`config.mk`:
```
export PLATFORM = sky130hd
export DESIGN_NAME = display_scan_mux
export DESIGN_NICKNAME = d
export VERILOG_FILES = /design/src/rtl/display_scan_mux.sv
export SDC_FILE = /design/constraint.sdc
export NUM_CORES = 1
export LEC_CHECK = 0
export CAP_MARGIN = 0
export CORE_UTILIZATION = 50
export CTS_CLUSTER_DIAMETER = 30
export DETAILED_ROUTE_END_ITERATION = 10
export PLACE_DENSITY = 0.77
export SYNTH_ARGS = -nofsm -noshare
export SYNTH_HDL_FRONTEND = slang
export SYNTH_SLANG_ARGS = --single-unit
```
`constraint.sdc`:
```
create_clock -name clk -period 2 [get_ports clk]
set_input_delay 0.2 -clock clk [delete_from_list [all_inputs] [get_ports clk]]
set_output_delay 0.2 -clock clk [all_outputs]
set_load 0.02 [all_outputs]
```
`src/rtl/display_scan_mux.sv`:
```
// Time-multiplexed scan controller for a common-anode seven-segment display.
// Feeds one BCD nibble at a time to the decoder with matching active-low anode enables.
module display_scan_mux #(
    parameter int unsigned NUM_DIGITS = 4,
    parameter int unsigned PRESCALE   = 50000,
    parameter int unsigned GHOST      = 2,
    parameter bit          LZ_BLANK   = 1'b1
) (
    input  logic                      clk,
    input  logic                      rst_n,
    input  logic                      load,
    input  logic [4*NUM_DIGITS-1:0]   value,
    output logic                      w,
    output logic                      x,
    output logic                      y,
    output logic                      z,
    output logic [NUM_DIGITS-1:0]     an,
    output logic                      frame_done,
    output logic                      err
);

    localparam int unsigned CW = (PRESCALE > 1) ? $clog2(PRESCALE) : 1;
    localparam int unsigned IW = (NUM_DIGITS > 1) ? $clog2(NUM_DIGITS) : 1;
    localparam int unsigned VW = 4 * NUM_DIGITS;

    logic [CW-1:0]         c_q, c_d;
    logic [IW-1:0]         idx_q, idx_d;
    logic [VW-1:0]         shadow_q, shadow_d;
    logic [VW-1:0]         disp_q, disp_d;
    logic                  pending_q, pending_d;
    logic [NUM_DIGITS-1:0] an_q, an_d;
    logic [3:0]            nib_q, nib_d;
    logic                  fd_q, fd_d;
    logic                  err_q, err_d;

    logic                  c_last;
    logic                  idx_last;
    logic                  boundary;
    logic                  update;
    logic [VW-1:0]         new_disp;
    logic                  new_bad;
    logic                  zero_run;
    logic [NUM_DIGITS-1:0] suppress;
    logic                  cur_sup;
    logic                  ghost_done;

    // Prescaler and slot index; the frame boundary is the last count of the last slot.
    always_comb begin
        c_last   = (c_q == CW'(PRESCALE - 1));
        idx_last = (idx_q == IW'(NUM_DIGITS - 1));
        boundary = c_last && idx_last;
        c_d      = c_last ? '0 : c_q + CW'(1);
        idx_d    = idx_q;
        if (c_last) begin
            idx_d = idx_last ? '0 : idx_q + IW'(1);
        end
    end

    // Shadow capture and frame-aligned transfer into the displayed value.
    always_comb begin
        shadow_d  = load ? value : shadow_q;
        pending_d = load | pending_q;
        new_disp  = load ? value : shadow_q;
        update    = boundary && (pending_q || load);
        disp_d    = disp_q;
        err_d     = err_q;
        new_bad   = 1'b0;
        for (int i = 0; i < int'(NUM_DIGITS); i++) begin
            if (new_disp[4*i +: 4] > 4'd9) begin
                new_bad = 1'b1;
            end
        end
        if (update) begin
            disp_d    = new_disp;
            pending_d = 1'b0;
            err_d     = new_bad;
        end
    end

    // Per-digit suppression: invalid nibble, or part of a leading-zero run (never digit 0).
    always_comb begin
        zero_run = 1'b1;
        suppress = '0;
        for (int i = int'(NUM_DIGITS) - 1; i >= 0; i--) begin
            zero_run    = zero_run && (disp_q[4*i +: 4] == 4'd0);
            suppress[i] = (disp_q[4*i +: 4] > 4'd9) || (LZ_BLANK && (i != 0) && zero_run);
        end
    end

    // Output selection for the current slot; registered so slots lag the counter by one cycle.
    always_comb begin
        ghost_done = (c_q >= CW'(GHOST));
        nib_d      = 4'd0;
        cur_sup    = 1'b1;
        for (int i = 0; i < int'(NUM_DIGITS); i++) begin
            if (idx_q == IW'(i)) begin
                nib_d   = disp_q[4*i +: 4];
                cur_sup = suppress[i];
            end
        end
        an_d = '1;
        for (int i = 0; i < int'(NUM_DIGITS); i++) begin
            if ((idx_q == IW'(i)) && ghost_done && !cur_sup) begin
                an_d[i] = 1'b0;
            end
        end
        // Registered pulse lands on the cycle the counter sits at the frame boundary.
        fd_d = idx_last && (c_q == CW'(PRESCALE - 2));
    end

    always_ff @(posedge clk or negedge rst_n) begin
        if (!rst_n) begin
            c_q       <= '0;
            idx_q     <= '0;
            shadow_q  <= '0;
            disp_q    <= '0;
            pending_q <= 1'b0;
            an_q      <= '1;
            nib_q     <= 4'd0;
            fd_q      <= 1'b0;
            err_q     <= 1'b0;
        end else begin
            c_q       <= c_d;
            idx_q     <= idx_d;
            shadow_q  <= shadow_d;
            disp_q    <= disp_d;
            pending_q <= pending_d;
            an_q      <= an_d;
            nib_q     <= nib_d;
            fd_q      <= fd_d;
            err_q     <= err_d;
        end
    end

    assign w          = nib_q[3];
    assign x          = nib_q[2];
    assign y          = nib_q[1];
    assign z          = nib_q[0];
    assign an         = an_q;
    assign frame_done = fd_q;
    assign err        = err_q;

endmodule

```
# == Word-level counts from Yosys, hierarchy flattened ==
# Cells that the tools add are included.
# word_totals
word_cells,68
romBits,0
mem_bits_rw,0
in_bits,19
output_inout_bits,10
mem_count,0
reg_bits,61
latch_bits,0
# op_classes
eq_ne,5
div,0
n_shift,0
n_mul,0
order_cmp,9
mux,20
addsub,2
bitwise,1
n_reduce_logical,22
# op_table
op,n
$eq A16 B16 Y1 const B,2
$gt A4 B4 Y1 const B,8
$mux W16,2
$add A16 B1 Y16 const B,1
$ge A16 B2 Y1 const B,1
$mux W4,4
$logic_and A1 B1 Y1,13
$mux W1,13
$logic_not A4 Y1,3
$eq A2 B2 Y1 const B,2
$logic_or A1 B1 Y1,4
$add A2 B1 Y2 const B,1
$eq A2 B1 Y1 const B,1
$logic_not A2 Y1,1
$mux W2,1
$logic_not A1 Y1,1
$or A1 B1 Y1,1

# == Longest topological paths before layout ==
# Gate-level depths: netlist of the first run.
# logic_depth
word_depth,10
ltp_mapped,7
ltp_nobuf,6

# == Worst setup path before layout of the first run ==
# OpenSTA, ideal clock, no wires.
# synth_path
path_kind,reg-to-reg
start,reg c_q[10]
end,reg disp_q[10]
setup_slack_ps,-22
synth_period_minus_slack_ps,2022
path_stages_with_launch,6
t_required_ps,1875
path_buffers,1
setup_time_ps,125
arrival_time_ps,1896
path_cell_list,dfrtp_1 nor4_4 nand4_4 nor4b_4 buf_8 mux2_4
# synth_via
elab_chain_cells,3
# synth_rtl
item,line,source
start: declaration,26,"logic [CW-1:0] c_q, c_d;"
start signal: assignment,113,c_q <= '0;
start signal: assignment,123,c_q <= c_d;
$eq A16 B16 Y1,49,c_last = (c_q == CW'(PRESCALE - 1));
$logic_and A1 B1 Y1,51,boundary = c_last && idx_last;
$logic_and A1 B1 Y1,64,update = boundary && (pending_q || load);
end signal: assignment,126,disp_q <= disp_d;
end: declaration,29,"logic [VW-1:0] disp_q, disp_d;"
# No other way between the ends.
# A chain may end at the register's enable or synchronous reset.

# == Final worst setup path of the first run ==
# layout_path
start,reg c_q[5]
end,reg disp_q[8]
# The elaborated chain is that of the path after synthesis.

==> results of run 1 <==
==> layer usage <==
layer  global-route usage  up-vias  routed length, um
li1                     -      917                  -
met1                0.284      975               2810
met2                0.304       37               2560
met3               0.0607       10                206
met4               0.0769        0                 98
met5                    0        -                  0
==> worst paths after layout <==
path / from / end / slack [ns] / depth (start not counted)
max in group asynchronous: rst_n / an[0]$_DFF_PN1_ / 0.96 / 3
worst max register to register: c_q[5]$_DFF_PN0_ / disp_q[8]$_DFFE_PN0P_ / 0.08 / 6
worst min register to register: shadow_q[4]$_DFF_PN0_ / shadow_q[4]$_DFF_PN0_ / 0.49 / 1
min in group clk: shadow_q[4]$_DFF_PN0_ / shadow_q[4]$_DFF_PN0_ / 0.49 / 1
worst max-delay path: c_q[5]$_DFF_PN0_ / disp_q[8]$_DFFE_PN0P_ / 0.08 / 6
worst min-delay path: rst_n / shadow_q[15]$_DFF_PN0_ / 0.34 / 2
==> power breakdown <==
part           internal, mW  total [mW]  switching (mW)
clock network         0.732        1.21           0.480
logic                0.0755       0.141          0.0652
registers              1.27        1.27         0.00842
total                  2.07        2.63           0.554
==> cell usage in the layout (no fill, tap or decap), types with 2 or more instances in the layout <==
cell	netlist	routed
o21ai_0	12	12
a21oi_1	9	9
clkbuf_8	0	10
buf_4	1	16
nor2_1	18	18
a211o_1	2	2
nand4_1	9	9
bufinv_16	0	2
xnor2_1	5	5
dfstp_2	4	4
nor4_1	6	6
nor3_1	5	5
clkinv_2	0	2
clkdlybuf4s50_1	0	27
mux2_4	10	10
mux2_2	25	25
buf_12	0	2
nand3_1	6	6
clkbuf_16	0	2
xor2_1	7	7
nand3b_1	3	3
ha_1	6	6
dfrtp_1	57	56
inv_1	8	8
nand2_1	14	14
==> repair_timing <==
| action | 4_1_cts | 5_1_grt |
|---|---|---|
| endpoints found under the setup margin | 0 | 6 |
| hold buffers | 1 | 0 |
| gates resized for setup | 0 | 1 |
| endpoints found under the hold margin | 19 | 0 |
| setup buffers | 0 | 3 |
==> registers in the layout (all words and copies together) (netlist names) <==
signal / flops
c_q: 16
disp_q: 16
shadow_q: 16
an: 4
nib_q: 4
idx_q: 2
err: 1
frame_done: 1
pending_q: 1
==> layout make-up <==
class / count / area (um2)
Clock inverter: 6 / 86.3
Timing Repair Buffer: 49 / 495
Multi-Input combinational cell: 152 / 1190
Inverter: 8 / 30.0
Sequential cell: 61 / 1530
Clock buffer: 10 / 138
Fill cell: 373 / 1680
Tap cell: 70 / 87.6
==> worst register-to-register path: cells and delay by family, from the launching register on <==
family	cells	cell delay [ns]
flops	1	0.44
buf+inv	2	0.37
simple gates	3	0.70
mux	1	0.30
==> logic make-up after synthesis <==
logic type,share of synthesized area
AO/OA/AOI/OAI,0.0554
AND/OR/NAND/NOR,0.151
multiplexers,0.154
XOR/XNOR,0.0375
buffers and inverters,0.0281
flip-flops,0.547
adder cells (fa/ha/maj),0.0268
==> reports/results.ini, run 1 <==
[synthesis]
synth_flop_cell=dfrtp_1
yosysMostFrequentCell=dfrtp_1
yosysWarnings=0
ys_top_cells_by_area=dfrtp_1, mux2_2, mux2_4, dfstp_2, ha_1
synth_commonest_cells=dfrtp_1, mux2_2, nor2_1
async_flop_share=1.00
synth_top_cell_by_area=dfrtp_1
synthCells=228
ys_types=37
seq_area_frac_synth=0.547
syn_area_um2=2800
ys_seq_elements=61
synth-edff-count=0
yosys.area.top_type_share=0.509
synth_nets=253
synth.avg_cell_area_um2=12.3

[hold_path]
hold_class=input pin to asynchronous set/reset pin

[clocking]
cts_tree=built
clk_latency_ns=0.34
cts.htree.levels=3
cts.path.max_buffers=2
clkSlewWorstSetupHoldPaths_ns=0.07
cts_buffers=9
root_buffer=clkbuf_8
cts_sinks=61

[setup_path]
crit_path_top_delay_cell=dfrtp_1
worstPathRequired_ns=2.22
cp_top_family=simple AND/OR/NAND/NOR gates
crit_chain=nor3_2 > nand4_4 > nor4b_4 > buf_4 > clkbuf_16 > mux2_4
worst-path-buf-inv=2
worstPathMaxFanout=8
critical_path_arrival_ns=2.14
crit_path_end_kind=flop
max_stage_delay_ns=0.44
startpoint_type=flop
worstSetupPathType=flop to flop

[grt]
antenna_found_initial=0
grt_pass1_wl_mm=9.06
grt_max_degree=24
grt_pass1_vias=1858
grt-ovfl-total=0
grt_usage=0.205

[sta]
period_share=0.962
setup_viol=0
fin_tns_setup_ns=0
slew_headroom=0.697
hold_slack_ns=0.340
hold_viol=0
worst_slew_pin_slew_ns=0.454
timing.fmax_mhz=520
slew_viol_final=0
period_needed_ns=1.92
skew_ns=0.0102
rsz0062_at_grt=true
worst_slack_ns=0.0751

[place]
dp.cells=334
io_buffers=28
dpl-instance-area_um2=3250
gp_congestion=0.819
hpwl_mm=3.82
post-place-ws_ns=0.00820

[drt]
vias=1939
wirelength_mm=5.68
remaining_drc_errors=0
first_iter_violations=173
viasPerCell=5.45
antenna_left=0
dr.pass1.iters=4
wl_per_cell_um=15.9

[job]
max_cap_viol_count=0

[die]
die_height_um=76.8
initial_core_util=0.535
io_pins=29
die_area_um2=5900
fp.coreArea_um2=5240
rows=26
chipWidth_um=76.8

[pwr]
leakagePower_nw=1.59
vdd_drop_max_v=0.000483
powerDensity_nw_per_um2=738
p_total_mw=2.63

[final_layout]
stdcell_count=356
nets=306
postLayoutCellArea_um2=3560
syn_to_final_growth_pct=27.1
utilization=0.680
diodes=0
post_route_cells_drive_above_1_share=0.297

[run_status]
status=completed

Note: power is estimated with default switching activity, not from simulation.
==> run 2, diff against run 1 <==
--- a/config.mk
+++ b/config.mk
@@ -5,7 +5,7 @@
 export SDC_FILE = /design/constraint.sdc
 export NUM_CORES = 1
 export LEC_CHECK = 0
-export CAP_MARGIN = 0
+export CAP_MARGIN = 5
 export CORE_UTILIZATION = 50
 export CTS_CLUSTER_DIAMETER = 30
 export DETAILED_ROUTE_END_ITERATION = 10
==> results of run 2 <==
The final DEF is identical to that of run 1; final timing and power are the same.
==> run 3, diff against run 2 <==
--- a/config.mk
+++ b/config.mk
@@ -10,6 +10,7 @@
 export CTS_CLUSTER_DIAMETER = 30
 export DETAILED_ROUTE_END_ITERATION = 10
 export PLACE_DENSITY = 0.77
+export SETUP_SLACK_MARGIN = 0.5
 export SYNTH_ARGS = -nofsm -noshare
 export SYNTH_HDL_FRONTEND = slang
 export SYNTH_SLANG_ARGS = --single-unit
==> reports/results.ini, run 3 (synthesized netlist as in run 1, its figures left out) <==
[die]
rows=26  ; unchanged
initial_core_util=0.535  ; unchanged
die_area_um2=5900  ; unchanged
chipWidth_um=76.8  ; unchanged
die_height_um=76.8  ; unchanged
io_pins=29  ; unchanged
fp.coreArea_um2=5240  ; unchanged

[pwr]
p_total_mw=2.61  ; was 2.63 mW
p_int_mw=2.04  ; was 2.07 mW
comb_power_share=0.056  ; was 0.054
power_frac_seq=0.489  ; was 0.485
swShare=0.219  ; was 0.211
leakagePower_nw=1.67  ; was 1.59 nW
powerDensity_nw_per_um2=700  ; was 738 nW/um2
power_switching_mw=0.570  ; was 0.554 mW
vdd_drop_max_v=0.000522  ; was 0.000483 V
p_clk_frac=0.456  ; was 0.462

[drt]
first_iter_violations=193  ; was 173
vias=2010  ; was 1939
wl_per_cell_um=17.6  ; was 15.9 um
wirelength_mm=6.34  ; was 5.68 mm
viasPerCell=5.57  ; was 5.45
antenna_left=0  ; unchanged
dr.pass1.iters=5  ; was 4
remaining_drc_errors=0  ; unchanged

[place]
io_buffers=28  ; unchanged
gp_congestion=0.814  ; was 0.819
hpwl_mm=3.78  ; was 3.82 mm

[job]
max_cap_viol_count=0  ; unchanged

[sta]
worst_slew_pin_slew_ns=0.485  ; was 0.454 ns
period_share=0.964  ; was 0.962
rsz0062_at_grt=true  ; unchanged
fin_tns_setup_ns=0  ; unchanged
setup_viol=0  ; unchanged
slew_viol_final=0  ; unchanged
period_needed_ns=1.93  ; was 1.92 ns
timing.fmax_mhz=519  ; was 520 MHz
skew_ns=0.00855  ; was 0.0102 ns
slew_headroom=0.677  ; was 0.697
hold_viol=0  ; unchanged

[hold_path]
hold_class=input pin to asynchronous set/reset pin  ; unchanged

[final_layout]
final_cell_mix=dfrtp_1, clkdlybuf4s50_1, mux2_2  ; was dfrtp_1, clkdlybuf4s50_1, mux2_2, nor2_1, buf_4
final_common_cell=dfrtp_1  ; unchanged
reg_top3=c_q x16, disp_q x16, shadow_q x16  ; unchanged
nets=311  ; was 306
diodes=0  ; unchanged
utilization=0.711  ; was 0.680
syn_to_final_growth_pct=33.0  ; was 27.1%
post_route_cells_drive_above_1_share=0.351  ; was 0.297

[setup_path]
worstPathMaxFanout=8  ; unchanged
worstSetupPathType=flop to flop  ; unchanged
worstPathRequired_ns=2.23  ; was 2.22 ns
critical_path_arrival_ns=2.16  ; was 2.14 ns
crit_path_end_kind=flop  ; unchanged
startpoint_type=flop  ; unchanged

[grt]
grt_max_degree=41  ; was 24
antenna_found_initial=0  ; unchanged
grt-ovfl-total=0  ; unchanged
grt_pass1_vias=2003  ; was 1858
grt_usage=0.221  ; was 0.205
grt_pass1_wl_mm=9.88  ; was 9.06 mm

[clocking]
clk_latency_ns=0.35  ; was 0.34 ns
clkSlewWorstSetupHoldPaths_ns=0.07  ; about the same
cts.htree.levels=3  ; unchanged
cts.path.max_buffers=2  ; unchanged
cts_buffers=9  ; unchanged
root_buffer=clkbuf_8  ; unchanged
cts_sinks=61  ; unchanged
cts_tree=built  ; unchanged

[run_status]
status=completed  ; unchanged

run 3: cell count changes in the layout (fill, tap and decap cells not counted), moves of 5 or more:
cell,delta
clkdlybuf4s50_1,-6
mux2_4,+7
dlygate4sd2_1,+5
mux2_2,-7
run 3: cell type report:
type / count / area, um2
clock buffer: 9 / 124
clock inverter: 7 / 90.1
fill: 365 / 1510
inverter: 8 / 30.0
multi-input combinational: 152 / 1310
sequential: 61 / 1530
tap: 70 / 87.6
timing repair buffer: 54 / 553
run 3: power by group through the flow:
stage / registers, mW / clock network, mW / logic [mW]
after floorplan: 1.29 / 0 / 0.0576
after global placement: 1.30 / 0 / 0.138
after detailed placement: 1.30 / 0 / 0.142
after CTS: 1.27 / 1.20 / 0.144
after global routing: 1.28 / 1.26 / 0.159
final: 1.27 / 1.19 / 0.145
run 3: per-stage QoR:
step | instances | cell area [um2] | setup slack (ns) | hold WS [ns]
2_1_floorplan | 228 | 2800 | -0.0216 | -0.0956
3_3_place_gp | 333 | 3260 | 0.0552 | 0.192
3_5_place_dp | 333 | 3260 | 0.00539 | 0.181
4_1_cts | 357 | 3580 | 0.0995 | 0.359
5_1_grt | 361 | 3720 | -0.00743 | 0.390
6_report | 361 | 3720 | 0.0725 | 0.349
run 3: critical path, cell delays in order (launching register included):
cell	delay [ns]
dfrtp_1	0.40
nor4_4	0.37
nand4_4	0.16
nor4b_4	0.25
buf_6	0.16
clkbuf_16	0.16
mux2_4	0.30
run 3: timing repair:
item	CTS	global route
setup endpoints to repair	35	34
resized for setup	15	22
hold buffers	1	0
setup buffers	7	2
gates cloned	0	2
hold endpoints to repair	17	0
pin swaps	1	1
run 3: metal layers:
layer	track usage	share of wire	wire, um
met5	0	0	0
met1	0.307	0.45	2870
met2	0.332	0.47	3010
met3	0.0583	0.043	270
met4	0.0788	0.030	189
run 3: final timing paths:
kind | startpoint | slack (ns) | endpoint | depth (start not counted)
worst min-delay path | rst_n | 0.35 | shadow_q[0]$_DFF_PN0_ | 2
max in group asynchronous | rst_n | 1.07 | idx_q[0]$_DFFE_PN0N_ | 3
worst max-delay path | c_q[10]$_DFF_PN0_ | 0.07 | disp_q[11]$_DFFE_PN0P_ | 6
worst min register to register | shadow_q[4]$_DFF_PN0_ | 0.51 | shadow_q[4]$_DFF_PN0_ | 1
min in group clk | value[12] | 0.50 | shadow_q[12]$_DFF_PN0_ | 2
worst max register to register | c_q[10]$_DFF_PN0_ | 0.07 | disp_q[11]$_DFFE_PN0P_ | 6
